$ cat src/rtl/bus_arbiter.sv
// Round-robin arbiter sharing one APB-style bus among MasterCount private master ports.
// Optional BUS_ARBITER_LOCK_EN adds mLock for back-to-back locked bursts by one master.

module bus_arbiter #(
  parameter int unsigned MasterCount = 2
) (
  input  logic                                 clk,
  input  logic                                 rst,
  input  logic [MasterCount-1:0][31:0]         mAddr,
  input  logic [MasterCount-1:0]               mSelect,
  input  logic [MasterCount-1:0]               mEnable,
  input  logic [MasterCount-1:0]               mWrite,
  input  logic [MasterCount-1:0][31:0]         mWdata,
`ifdef BUS_ARBITER_LOCK_EN
  input  logic [MasterCount-1:0]               mLock,
`endif
  output logic [MasterCount-1:0][31:0]         mRdata,
  output logic [MasterCount-1:0]               mReady,
  output logic [31:0]                          addr,
  output logic                                 select,
  output logic                                 enable,
  output logic                                 write,
  output logic [31:0]                          wdata,
  input  logic [31:0]                          rdata,
  input  logic                                 ready,
  output logic [$clog2(MasterCount)-1:0]       owner
);

  localparam int unsigned OwnerW = $clog2(MasterCount);

  localparam logic [1:0] StIdle   = 2'd0;
  localparam logic [1:0] StSetup  = 2'd1;
  localparam logic [1:0] StAccess = 2'd2;

  logic [1:0]        state_q, state_d;
  logic [OwnerW-1:0] owner_q, owner_d;
  logic [31:0]       addr_q, addr_d;
  logic [31:0]       wdata_q, wdata_d;
  logic              write_q, write_d;

  logic [MasterCount-1:0] req;
  logic [OwnerW-1:0]      winner;
  logic [OwnerW-1:0]      cand;
  logic                   found;

`ifdef BUS_ARBITER_LOCK_EN
  logic lock_q, lock_d;
`endif

  assign req = mSelect & mEnable;

  // Search starts one past the last owner and wraps, so every requester is reached.
  always_comb begin
    found  = 1'b0;
    winner = owner_q;
    cand   = owner_q;
    for (int unsigned k = 0; k < MasterCount; k++) begin
      cand = (cand == OwnerW'(MasterCount - 1)) ? '0 : cand + OwnerW'(1);
      if (!found && req[cand]) begin
        found  = 1'b1;
        winner = cand;
      end
    end
`ifdef BUS_ARBITER_LOCK_EN
    // While locked only the owner may be re-granted; a dropped mLock frees arbitration now.
    if (lock_q && mLock[owner_q]) begin
      found  = req[owner_q];
      winner = owner_q;
    end
`endif
  end

  always_comb begin
    state_d = state_q;
    owner_d = owner_q;
    addr_d  = addr_q;
    wdata_d = wdata_q;
    write_d = write_q;
`ifdef BUS_ARBITER_LOCK_EN
    lock_d  = lock_q;
`endif
    case (state_q)
      StIdle: begin
`ifdef BUS_ARBITER_LOCK_EN
        lock_d = lock_q && mLock[owner_q];
`endif
        if (found) begin
          owner_d = winner;
          addr_d  = mAddr[winner];
          wdata_d = mWdata[winner];
          write_d = mWrite[winner];
          state_d = StSetup;
        end
      end
      StSetup: begin
        state_d = StAccess;
      end
      StAccess: begin
        if (ready) begin
          state_d = StIdle;
`ifdef BUS_ARBITER_LOCK_EN
          lock_d  = lock_q || mLock[owner_q];
`endif
        end
      end
      default: begin
        state_d = StIdle;
      end
    endcase
  end

  always_ff @(posedge clk) begin
    if (rst) begin
      state_q <= StIdle;
      owner_q <= OwnerW'(MasterCount - 1);
      addr_q  <= '0;
      wdata_q <= '0;
      write_q <= 1'b0;
`ifdef BUS_ARBITER_LOCK_EN
      lock_q  <= 1'b0;
`endif
    end else begin
      state_q <= state_d;
      owner_q <= owner_d;
      addr_q  <= addr_d;
      wdata_q <= wdata_d;
      write_q <= write_d;
`ifdef BUS_ARBITER_LOCK_EN
      lock_q  <= lock_d;
`endif
    end
  end

  logic bus_active;
  logic in_access;

  assign bus_active = (state_q == StSetup) || (state_q == StAccess);
  assign in_access  = (state_q == StAccess);

  always_comb begin
    select = bus_active;
    enable = in_access;
    addr   = bus_active ? addr_q : '0;
    wdata  = bus_active ? wdata_q : '0;
    write  = bus_active && write_q;
    owner  = owner_q;
  end

  // A reset arriving in the completing cycle must not leak a ready pulse.
  always_comb begin
    for (int unsigned i = 0; i < MasterCount; i++) begin
      mRdata[i] = rdata;
      mReady[i] = in_access && ready && !rst && (owner_q == OwnerW'(i));
    end
  end

endmodule

$ cat config.mk
export PLATFORM = sky130hd
export DESIGN_NAME = bus_arbiter
export DESIGN_NICKNAME = d
export VERILOG_FILES = /design/src/rtl/bus_arbiter.sv
export SDC_FILE = /design/constraint.sdc
export NUM_CORES = 1
export LEC_CHECK = 0
export CORE_AREA = 2 2 119 121
export CTS_BUF_LIST = sky130_fd_sc_hd__clkbuf_8
export CTS_CLUSTER_DIAMETER = 200
export DETAILED_ROUTE_END_ITERATION = 8
export DIE_AREA = 0 0 121 123
export DONT_BUFFER_PORTS = 1
export PLACE_DENSITY_LB_ADDON = 0.2
export SYNTH_ARGS = -nofsm -noshare
export SYNTH_HDL_FRONTEND = slang
export SYNTH_SLANG_ARGS = --single-unit
$ cat constraint.sdc
create_clock -name clk -period 2.3 [get_ports clk]
set_clock_uncertainty 0.2 [all_clocks]
set_input_delay 0.23 -clock clk [delete_from_list [all_inputs] [get_ports clk]]
set_output_delay 0.23 -clock clk [all_outputs]
set_load 0.02 [all_outputs]
==> results.md <==
* Net count, final at 616
* Status: complete, but fails checks
* Achievable Freq at 473 MHz
* Pin count of the biggest net entering global routing at 72
* Via count at 3,809
* Finish-stage setup viols at 0
* Sequential area share after synthesis at 30.0%
* Fin crit period at approximately 2.1 ns
* Die area at 14,900 um^2
* Met2 Usage GRT at 33.1%
* Initial antenna violation count at 0
* Crit path DAT at about 1.7 ns
* Clock transition at path regs at 0.07 ns
* Most frequent cells in the layout: dfxtp_1, a21oi_1, nand3_1
* Least-Margin Pin Slew at 1.01 ns
* TritonCTS Buffers at 9
* Failing checks: negative hold slack
* Fin. Hold Viols at 66
* Register-to-register path setup slack at 0.24 ns
* Die height at 123 um
* Synth Instances at approximately 550
* Max-slew headroom at 32.4%
* IO Count at just over 300
* Post-synthesis compound-gate area fraction at 33.6%
* Htree depth at 3
* Commonest non-fill, non-tap cell in the layout: dfxtp_1
* Post-synth EDFFs at 0
* Number of diodes at 0
* Skew-Pair Late Insertion Delay at around 0.35 ns
* Vias in the first global route at 3,756
* Layout cells sized above 1 at 19.2%
* Row count at 43
* Cell area after synthesis at between 4000 and 5000 um^2
* RSZ-0062 raised after global routing: false
* Pleak at 0.00144 uW
* Synth Area in Simple Gates at between 15 and 20%
* Asr flop ratio synth at 0%
* Mux contribution to synthesized area at less than 1%
* Worst-path fanout max at 32
* Root Driver: clkbuf_8
* Yosys cell types at 26
* Flops & latches, synth at 68
* Tightest Hold Check Type: in2reg
* Final WL at 14,600 um
* Slew Viols, Final at 0
* DRC Markers at 0
* Area growth syn-to-layout at -3.64%
* Syn avg cell area at 8.33 um^2
* Placed Cells incl. Taps at 609
* Clock tree buffer depth at 2
* Yosys warns at 0
* Gpl congestion at 0.678
* Syn nets at 717
* Predominant post-synthesis flop cell: dfxtp_1
* GR Util met1 at 19.6%
* Cell Pwr Density at 792 nW/um^2
* Drt wl/cell at 23.3 um
* Non-Filler Instances at about 630
* Final hold slack at -0.258 ns
* Initial Util at 33.3%
* Adder-cell area share of the yosys netlist at 0.827%
* Endpoint class of the critical path: output pin
* Busiest layer in global routing: met2
* First-pass GRT wire length at 21,100 um
* Post-Synth XOR/XNOR Area at 0%
* Vias per std cell at 6.07
* Largest family of logic cells by synthesized area: compound AO/OA/AOI/OAI gates
* VDD IR max at 0.255 mV
* Sink Count at 68
* Die Wd at 121 um
* TritonRoute pass-1 iters at 6
* TritonCTS clock tree: done
* Antenna-violating nets left at 0
* Max-Cap Viols at 0
* GR Util met3 at 7.70%
* Post-CTS Setup Bufs at 0
* Final setup TNS at 0 ns
* Hpwl dp at 9150 um
* CP Launch Type: register
* CP required at 1.87 ns
* GR Overflow Total at 0
* Crit path kind: reg2out
* Core outline area at 13,600 um^2
* Overall Global Routing Usage at approximately 18%
* Input/output buffers at 0
* DRT iter0 DRCs at 228
* CTS Hold Bufs at 3
* Final Cycle Share at 91.9%
==> per-stage QoR <==
stage	cell area, um^2	total power (uW)	worst slack, ns	utilization (%)
CTS	4330	3480	0.00900	31.8
detailed placement	4120	2530	0.238	30.3
global route	4370	3680	0.0996	32.1
finish	4370	3470	0.186	32.1
floorplan	4540	2500	0.364	-
global placement	4120	2510	0.292	30.3
==> worst paths after layout <==
path               from          to  cells past startpoint
max          state_q[1]   wdata[30]                      4
min                 rst  addr_q[25]                      1
max reg2reg  state_q[0]  state_q[0]                      6
min reg2reg   addr_q[0]   addr_q[0]                      2
==> flip-flops by register name (all words and copies together) (netlist names) <==
register and count:
owner 1, state_q 2, wdata_q 32, write_q 1
addr_q 32
==> where the power goes <==
group	switching, uW	internal, uW
sequential	78.0	1340
clock	456	464
combinational	740	393
==> metal layers <==
metal / vias up / routed length [um]
li1: 1723 / -
met1: 1854 / 5590
met2: 213 / 7480
met3: 19 / 1370
met4: 0 / 187
met5: - / 0
==> synthesized netlist by cell type (3+ instances only) <==
cell	n	area [um^2]
inv_1	3	11.3
o21ai_0	51	255
o21ai_1	15	75.1
buf_2	18	90.1
buf_6	5	56.3
nand2b_1	3	18.8
a311oi_2	40	601
nand3_1	66	330
buf_4	67	503
and2_1	65	407
clkbuf_2	5	25.0
clkbuf_1	34	128
dfxtp_1	68	1360
a311oi_1	25	219
ha_1	3	37.5
a21oi_1	67	335
==> critical path: stages, from the launching register on <==
cell and delay, ns:
dfxtp_1 0.37, inv_1 0.10, ha_4 0.35, clkbuf_16 0.23, and2_1 0.27
==> area by class of cell <==
type	instances	area, um^2
Clock buffer	12	165
Clock inverter	2	10.0
Fill cell	1447	9240
Inverter	3	11.3
Multi-Input combinational cell	345	2410
Sequential cell	68	1360
Tap cell	180	225
Timing Repair Buffer	17	190
==> cells by family (layout without fill, tap and decap cells) <==
group                    after synthesis  count (layout)
buffers and inverters                132              34
multiplexers                           1               1
flip-flops                            68              68
AND/OR/NAND/NOR                      138             138
AO/OA/AOI/OAI                        203             203
adder cells (fa/ha/maj)                3               3
==> timing repair <==
action | 4_1_cts | 5_1_grt
setup endpoints to repair | 0 | 65
endpoints found under the hold margin | 68 | 66
resized for setup | 0 | 12
(Power assumes the default switching activity.)
